--- src/rtl/gpio_unit.sv ---
// Memory-mapped GPIO at data address 31: synchronized inputs, sticky rising-edge
// flags, output pin register. Define GPIO_DEBOUNCE_EN to add per-pin debounce.
module gpio_unit #(
  parameter int          N_IN            = 8,
  parameter int          N_OUT           = 8,
  parameter logic [7:0]  OUT_RESET       = 8'h00,
  parameter int          DEBOUNCE_CYCLES = 16
) (
  input  logic              clk,
  input  logic              rst,
  input  logic [4:0]        uop,
  input  logic [31:0]       addr,
  input  logic [31:0]       wr_data,
  input  logic [N_IN-1:0]   pins_in,
  output logic [N_OUT-1:0]  pins_out,
  output logic [31:0]       gpio_state
);

  localparam logic [4:0]  UOP_LDR   = 5'd10;
  localparam logic [4:0]  UOP_STR   = 5'd11;
  localparam logic [31:0] GPIO_ADDR = 32'd31;

  logic              sel, rd, wr;
  logic [N_IN-1:0]   s1_q, s2_q;
  logic [N_IN-1:0]   in_state_q, in_state_d;
  logic [N_IN-1:0]   rise_q, rise_d;
  logic [N_OUT-1:0]  pins_out_q, pins_out_d;

  assign sel = (addr == GPIO_ADDR);
  assign rd  = (uop == UOP_LDR) & sel;
  assign wr  = (uop == UOP_STR) & sel;

`ifdef GPIO_DEBOUNCE_EN
  localparam int            CW       = $clog2(DEBOUNCE_CYCLES + 1);
  localparam logic [CW-1:0] CNT_LAST = CW'(DEBOUNCE_CYCLES - 1);

  logic [N_IN-1:0][CW-1:0] cnt_q, cnt_d;

  // A pin is accepted only after it disagrees with in_state for DEBOUNCE_CYCLES edges in a row.
  always_comb begin
    in_state_d = in_state_q;
    cnt_d      = '0;
    for (int i = 0; i < N_IN; i++) begin
      if (s2_q[i] != in_state_q[i]) begin
        if (cnt_q[i] == CNT_LAST) begin
          in_state_d[i] = s2_q[i];
        end else begin
          cnt_d[i] = cnt_q[i] + 1'b1;
        end
      end
    end
  end

  always_ff @(posedge clk) begin
    if (rst) begin
      cnt_q <= '0;
    end else begin
      cnt_q <= cnt_d;
    end
  end
`else
  assign in_state_d = s2_q;
`endif

  // Set beats the read-clear when both land on the same edge.
  assign rise_d     = (rd ? '0 : rise_q) | (in_state_d & ~in_state_q);
  assign pins_out_d = wr ? wr_data[N_OUT-1:0] : pins_out_q;

  always_ff @(posedge clk) begin
    if (rst) begin
      s1_q       <= '0;
      s2_q       <= '0;
      in_state_q <= '0;
      rise_q     <= '0;
      pins_out_q <= OUT_RESET[N_OUT-1:0];
    end else begin
      s1_q       <= pins_in;
      s2_q       <= s1_q;
      in_state_q <= in_state_d;
      rise_q     <= rise_d;
      pins_out_q <= pins_out_d;
    end
  end

  assign pins_out   = pins_out_q;
  assign gpio_state = {8'd0, 8'(rise_q), 8'(pins_out_q), 8'(in_state_q)};

  logic unused_cfg;
  assign unused_cfg = ^{wr_data[31:N_OUT], 32'(DEBOUNCE_CYCLES)};

endmodule

--- config.mk ---
export PLATFORM = sky130hd
export DESIGN_NAME = gpio_unit
export DESIGN_NICKNAME = d
export VERILOG_FILES = /design/src/rtl/gpio_unit.sv
export SDC_FILE = /design/constraint.sdc
export NUM_CORES = 1
export LEC_CHECK = 0
export CORE_ASPECT_RATIO = 2
export CORE_MARGIN = 8
export CORE_UTILIZATION = 30
export DETAILED_ROUTE_END_ITERATION = 10
export PLACE_DENSITY_LB_ADDON = 0.08
export SLEW_MARGIN = 5
export SYNTH_ARGS = -nofsm -noshare
export SYNTH_HDL_FRONTEND = slang
export SYNTH_SLANG_ARGS = --single-unit
--- constraint.sdc ---
create_clock -name clk -period 1.45 [get_ports clk]
set_input_delay 0.3625 -clock clk [delete_from_list [all_inputs] [get_ports clk]]
set_output_delay 0.3625 -clock clk [all_outputs]
set_load 0.01 [all_outputs]
==> results of run 1 <==
[per-layer routing]
layer	track usage (%)	routed length [µm]	vias to the layer above
met3	4.323	376	6
li1	-	-	603
met2	18.86	2118	68
met1	11.52	1647	552
met5	0	0	-
met4	5.165	70	0
[timing repair]
item,in CTS,in global routing
hold endpoints to repair,0,0
pin swaps,15,10
gates cloned,0,0
setup endpoints to repair,48,10
resized for setup,94,29
[power by group]
group | internal [µW] | total, µW | switching, µW
Combinational | 169 | 267 | 98.6
Sequential | 1140 | 1150 | 13.0
Clock | 509 | 886 | 377
Total | 1810 | 2300 | 489
[critical path, cell delays in order]
cell and delay [ns]:
clkdlybuf4s15_1 0.18, nor4_2 0.23, and4_4 0.28, and4_4 0.34, mux2i_1 0.21
[state kept, by name (all words and copies together) (netlist names)]
signal      cells
in_state_d      8
in_state_q      8
pins_out        8
rise_q          8
s1_q            8
[layout make-up]
cell class                 count  area (µm²)  area share, %
sequential                    40       800.8          32.64
clock inverter                 3       42.54          1.734
clock buffer                   5       68.82          2.805
tap                           57       71.32          2.907
timing repair buffer          91       788.3          32.13
multi-input combinational     78       648.1          26.42
inverter                       9       33.78          1.377
[final timing paths]
kind,from,end,slack [ns]
hold / removal,s1_q[2]$_SDFF_PP0_,in_state_d[2]$_SDFF_PP0_,0.43
hold reg to reg,s1_q[2]$_SDFF_PP0_,in_state_d[2]$_SDFF_PP0_,0.43
setup reg to reg,in_state_d[3]$_SDFF_PP0_,rise_q[3]$_SDFF_PP0_,0.66
setup / recovery,addr[19],pins_out[7]$_SDFFE_PP0P_,0.06
[layout by cell type (no fill, tap or decap)]
cell             instances
buf_2                    1
bufinv_16                1
nor4_2                   6
a22o_2                   7
nand2b_1                16
clkdlybuf4s50_1         18
and4_4                   2
buf_12                   2
nand4bb_4                1
dlygate4sd2_1           44
clkbuf_8                 5
nor4bb_4                 1
dfxtp_1                 40
clkinv_2                 1
mux2i_1                  8
conb_1                   8
clkbuf_2                15
inv_1                    9
clkdlybuf4s15_1          8
a22o_1                   1
a41oi_4                  1
nor2b_1                 24
nor2_4                   1
and3_4                   1
clkinvlp_4               1
nand4b_1                 1
buf_4                    3
[cells by family (layout without fill, tap and decap cells)]
logic type      after synthesis  in the layout
compound gates                9              9
buf+inv                      30            108
flops                        40             40
mux                           8              8
other cells                   1              8
simple gates                 53             53
[metrics by stage]
stage | std cells | total power, µW | setup TNS [ns] | utilization (%) | hold slack (ns)
after floorplan | 148 | 1274 | 0 | - | 0.4138
after global placement | 275 | 1469 | -7.568 | 49.10 | 0.4170
after detailed placement | 275 | 1479 | -9.184 | 49.10 | 0.4258
after CTS | 283 | 2341 | 0 | 51.21 | 0.4385
after global routing | 283 | 2403 | -0.02674 | 50.44 | 0.4652
final | 283 | 2304 | 0 | 50.44 | 0.4336
==> qor.txt, run 1 <==
Setup CP Type = in2reg
Reg2Reg Depth = 2
status = complete, no violations
Synth top area share = 52.59%
# clock sinks = 40
area fraction in compound gates after synthesis = 6.245%
full die area = 0.007750 mm²
Post-synth ARST share = 0%
Filler Cell Count = 472
top cells by instance count after synthesis = dfxtp_1, nor2b_1, buf_4, nand2b_1, inv_1
number of global-route vias before repair = 1348
vias per inst = 4.343
Power Dens Cells = 938.8 mW/mm²
Max VDD drop = 0.6770 mV
setup slack after layout = 0.06176 ns
Post-Place Cell Area = 0.002389 mm²
EDFF count, synth = 0
cell count after synthesis = 141
total core area = 0.004865 mm²
initial antenna violation count = 0
Antenna diodes = 0
ranking of synthesized cells by area = dfxtp_1, nor2b_1, buf_4, nand2b_1, mux2i_1
Top-Level Pins = 119
post-synth top area cell = dfxtp_1
P&R area growth vs syn = 61.13%
H-Tree Depth = 2
IO Port Bufs = 86
Post-Place Worst Slack = -0.6397 ns
DPL Wire Length = 3425 µm
warnings from Yosys = 0
sequential share of the synthesized area = 52.59%
Synth Register Bits = 40
Starting Density = 31.30%
row count = 36
clock latency on the worst-skew pair = 0.29 ns
min cycle time layout = 1.388 ns
post-route cell area = 0.002454 mm²
Die Span Y = 116.8 µm
Synth Area in Simple Gates = 23.25%
DR pass1 iterations = 4
final hold vios = 0
WL final = 4213 µm
GR Util All Layers = 11.10%
Lkg Pwr = 0.001115 µW
placer congestion estimate = 0.8742
XOR/XNOR Fraction of Synth Area = 0%
TritonCTS clock tree = built
max cap viols = 0
Startpoint Class = input port
Setup Buffers After CTS = 0
Avg Inst Size Synth = 10.80 µm²
Adder-Cell Fraction of Synth Area = 0%
DR DRC count = 0
Final Max Slew Viols = 0
synthesized area = 0.001523 mm²
WL/cell = 14.89 µm
Highest Clock Rate = 720.3 MHz
Clock Skews = 0.005140 ns
number of DRC markers in iteration 0 = 23
cell with the most instances after synthesis = dfxtp_1
GRT overflow = 0
Final Setup Violations = 0
nets = 304
Arrival @ worst endpoint = 1.60 ns
Tcrit/Tclk final = 95.74%
CTS buffer count = 5
CP max FO = 8
maximum number of pins on one net before global-route repair = 18
Via Count = 1229
critical path capture point type = register
main combinational cell family by area after synthesis = simple AND/OR/NAND/NOR gates
Synth cell types = 21
layout cells sized above 1 = 21.68%
Data required, critical path = 1.66 ns
CTS max path bufs = 2
die width = 66.38 µm
Clk pin slew, worst setup/hold paths = 0.08 ns
Synth Flop Type = dfxtp_1
min-delay worst type = reg2reg
Hold Crit Depth = 1
Root Buffer Master = clkbuf_8
post-route ant nets = 0
global-route wire length before repair = 6658 µm
hold buffer count at CTS = 0
post-synthesis mux area share = 5.259%
No activity file was read; power rests on OpenSTA's default activity.
==> run 2: changes to the inputs <==
--- a/config.mk
+++ b/config.mk
@@ -5,9 +5,10 @@
 export SDC_FILE = /design/constraint.sdc
 export NUM_CORES = 1
 export LEC_CHECK = 0
-export CORE_ASPECT_RATIO = 2
+export ABC_AREA = 1
 export CORE_MARGIN = 8
-export CORE_UTILIZATION = 30
+export CORE_UTILIZATION = 33
+export CTS_BUF_LIST = sky130_fd_sc_hd__clkbuf_8
 export DETAILED_ROUTE_END_ITERATION = 10
 export PLACE_DENSITY_LB_ADDON = 0.08
 export SLEW_MARGIN = 5
==> run 2 against run 1 <==
Effect of this change: sequential share of layout area fell by 4.4 points; hold slack worse by 0.029 ns; global-route usage grew 0.22 points; first-iteration DRC count rose by 96%; count of clock-buffer cells in the layout unchanged; synthesized area up 14%; sequential cell count did not move; worst setup slack improved by 0.029 ns.
==> qor.txt, run 2 <==
placer congestion estimate = 0.7751 (was 0.8742)
Hold Crit Depth = 2 (was 1)
XOR/XNOR Fraction of Synth Area = 0% (unchanged)
DR DRC count = 0 (unchanged)
area fraction in compound gates after synthesis = 2.314% (was 6.245%)
number of DRC markers in iteration 0 = 45 (was 23)
Setup CP Type = in2reg (unchanged)
# clock sinks = 40 (unchanged)
WL/cell = 11.25 µm (was 14.89 µm)
WL final = 4602 µm (was 4213 µm)
Max VDD drop = 0.8795 mV (was 0.6770 mV)
cell with the most instances after synthesis = nor2_1 (was dfxtp_1)
post-route ant nets = 0 (unchanged)
min-delay worst type = reg2reg (unchanged)
Clock Skews = 0.002490 ns (was 0.005140 ns)
Lkg Pwr = 0.001627 µW (was 0.001115 µW)
Final Core Density = 55.84% (was 50.44%)
max cap viols = 0 (unchanged)
Post-synth ARST share = 0% (unchanged)
internal reg-to-reg setup slack = 0.80 ns (was 0.66 ns)
post-synthesis mux area share = 0% (was 5.259%)
Root Buffer Master = clkbuf_8 (unchanged)
global-route wire length before repair = 6989 µm (was 6658 µm)
Adder-Cell Fraction of Synth Area = 0% (unchanged)
Reg2Reg Depth = 4 (was 2)
Final Setup Violations = 0 (unchanged)
maximum number of pins on one net before global-route repair = 17 (was 18)
Filler Cell Count = 498 (was 472)
H-Tree Depth = 2 (unchanged)
GRT overflow = 0 (unchanged)
crit path cell chain = clkdlybuf4s50_1 > buf_4 > nor3_2 > buf_4 > nand3_1 > nand2_1 > nor2_1 (was clkdlybuf4s15_1 > nor4_2 > and4_4 > and4_4 > mux2i_1)
DPL Wire Length = 3600 µm (was 3425 µm)
IO Port Bufs = 86 (unchanged)
main combinational cell family by area after synthesis = simple AND/OR/NAND/NOR gates (unchanged)
CTS max path bufs = 2 (unchanged)
warnings from Yosys = 0 (unchanged)
Synth Area in Simple Gates = 31.96% (was 23.25%)
clock latency on the worst-skew pair = 0.29 ns (about the same)
FF-to-FF Start = in_state_d[0]$_SDFF_PP0_ (was in_state_d[3]$_SDFF_PP0_)
Startpoint Class = input port (unchanged)
overall power = 2371 µW (was 2304 µW)
Highest Clock Rate = 735.8 MHz (was 720.3 MHz)
post-synth top area cell = dfxtp_1 (unchanged)
Starting Density = 34.10% (was 31.30%)
CP max FO = 8 (unchanged)
Tcrit/Tclk final = 93.73% (was 95.74%)
nets = 417 (was 304)
layout cells sized above 1 = 8.555% (was 21.68%)
TritonCTS clock tree = built (unchanged)
EDFF count, synth = 0 (unchanged)
crit-path max cell delay = 0.46 ns (was 0.34 ns)
Synth Flop Type = dfxtp_1 (unchanged)
final hold vios = 0 (unchanged)
commonest non-fill, non-tap cell in the layout = nor2_1 (was dlygate4sd2_1)
Top-Level Pins = 119 (unchanged)
P&R area growth vs syn = 63.77% (was 61.13%)
Antenna diodes = 0 (unchanged)
slowest CP cell = clkdlybuf4s50_1 (was and4_4)
Hold Crit Endpoint = in_state_d[1]$_SDFF_PP0_ (was in_state_d[2]$_SDFF_PP0_)
total core area = 0.005075 mm² (was 0.004865 mm²)
Synth cell types = 17 (was 21)
critical path capture point type = register (unchanged)
status = complete, no violations (unchanged)
hold slack = 0.4043 ns (was 0.4336 ns)
die width = 88.42 µm (was 66.38 µm)
FF-to-FF End = rise_q[0]$_SDFF_PP0_ (was rise_q[3]$_SDFF_PP0_)
Power Dens Cells = 836.7 mW/mm² (was 938.8 mW/mm²)
Crit path top cell by count = buf_4 (was and4_4)
Arrival @ worst endpoint = 1.55 ns (was 1.60 ns)
Synth Register Bits = 40 (unchanged)
Via Count = 1645 (was 1229)
number of global-route vias before repair = 1550 (was 1348)
min cycle time layout = 1.359 ns (was 1.388 ns)
most frequent cells in the layout = nor2_1, inv_1, nand2_1 (was dlygate4sd2_1, dfxtp_1, nor2b_1)
hold buffer count at CTS = 0 (unchanged)
setup slack after layout = 0.09095 ns (was 0.06176 ns)
Post-Place Worst Slack = -0.3054 ns (was -0.6397 ns)
Clk pin slew, worst setup/hold paths = 0.08 ns (about the same)
Die Span Y = 88.42 µm (was 116.8 µm)
top cells by instance count after synthesis = nor2_1, inv_1, nand2_1 (was dfxtp_1, nor2b_1, buf_4, nand2b_1, inv_1)
CTS buffer count = 5 (unchanged)
Avg Inst Size Synth = 6.894 µm² (was 10.80 µm²)
Data required, critical path = 1.64 ns (was 1.66 ns)
Final Max Slew Viols = 0 (unchanged)
GR Util All Layers = 11.32% (was 11.10%)
Synth top area share = 46.28% (was 52.59%)
vias per inst = 4.022 (was 4.343)
full die area = 0.007817 mm² (was 0.007750 mm²)
startpoint of the worst hold path = s1_q[1]$_SDFF_PP0_ (was s1_q[2]$_SDFF_PP0_)
row count = 26 (was 36)
ranking of synthesized cells by area = dfxtp_1, nor2_1, inv_1, nand2_1, buf_4 (was dfxtp_1, nor2b_1, buf_4, nand2b_1, mux2i_1)
cell count after synthesis = 251 (was 141)
initial antenna violation count = 0 (unchanged)
DR pass1 iterations = 4 (unchanged)
sequential share of the synthesized area = 46.28% (was 52.59%)
synthesized area = 0.001730 mm² (was 0.001523 mm²)
-- run 2: how the worst max path moves through the flow --
stage          slack, ns  startpoint  cells past startpoint                  endpoint
4_1_cts             0.01    addr[25]                     10  pins_out[6]$_SDFFE_PP0P_
2_1_floorplan       0.22     addr[8]                      9  pins_out[5]$_SDFFE_PP0P_
3_5_place_dp       -0.31      uop[1]                      8      rise_q[2]$_SDFF_PP0_
5_1_grt           -0.002      uop[4]                      7  pins_out[6]$_SDFFE_PP0P_
3_3_place_gp       -0.32      uop[1]                      8      rise_q[2]$_SDFF_PP0_
6_report            0.09      uop[4]                      7  pins_out[1]$_SDFFE_PP0P_
-- run 2: worst max-delay path, delay by kind of cell --
kind / cells / cell delay (ns)
buf+inv: 3 / 0.80
simple gates: 4 / 0.39
-- run 2: stage by stage --
step                      instances  instance area [µm²]  setup TNS (ns)
final                           409                 2834               0
after CTS                       409                 2706               0
after floorplan                 258                 1757               0
after detailed placement        401                 2625          -4.658
after global placement          401                 2625          -4.794
after global routing            409                 2834       -0.001604
-- run 2: cells by family (layout without fill, tap and decap cells) --
logic type,Yosys count,in the layout
buffers and inverters,68,149
flip-flops,40,40
AO/OA/AOI/OAI,8,8
AND/OR/NAND/NOR,134,134
other,1,8
-- run 2: routing by layer --
metal / wire length (µm) / global-route usage (%)
met5: 0 / 0
met4: 23 / 3.687
met3: 480 / 4.735
met2: 2145 / 18.67
met1: 1953 / 12.87
-- run 2: layout make-up --
class,count,area (µm²),share of cell area [%]
Inverter,46,172.7,6.093
Tap cell,70,87.58,3.091
Clock inverter,3,46.29,1.634
Clock buffer,5,68.82,2.428
Timing Repair Buffer,95,1002,35.36
Multi-Input combinational cell,150,655.6,23.13
Sequential cell,40,800.8,28.26
-- run 2: timing repair --
action / CTS / global route
setup endpoints to repair: 34 / 16
setup buffers: 0 / 0
pin swaps: 0 / 29
gates cloned: 0 / 1
resized for setup: 33 / 40
-- run 2: power by group --
part	switching (µW)	leakage (µW)	internal, µW
Clock	403	0.0000548	518
Sequential	13.3	0.000327	1140
Combinational	127	0.00124	173
Total	543	0.00163	1830
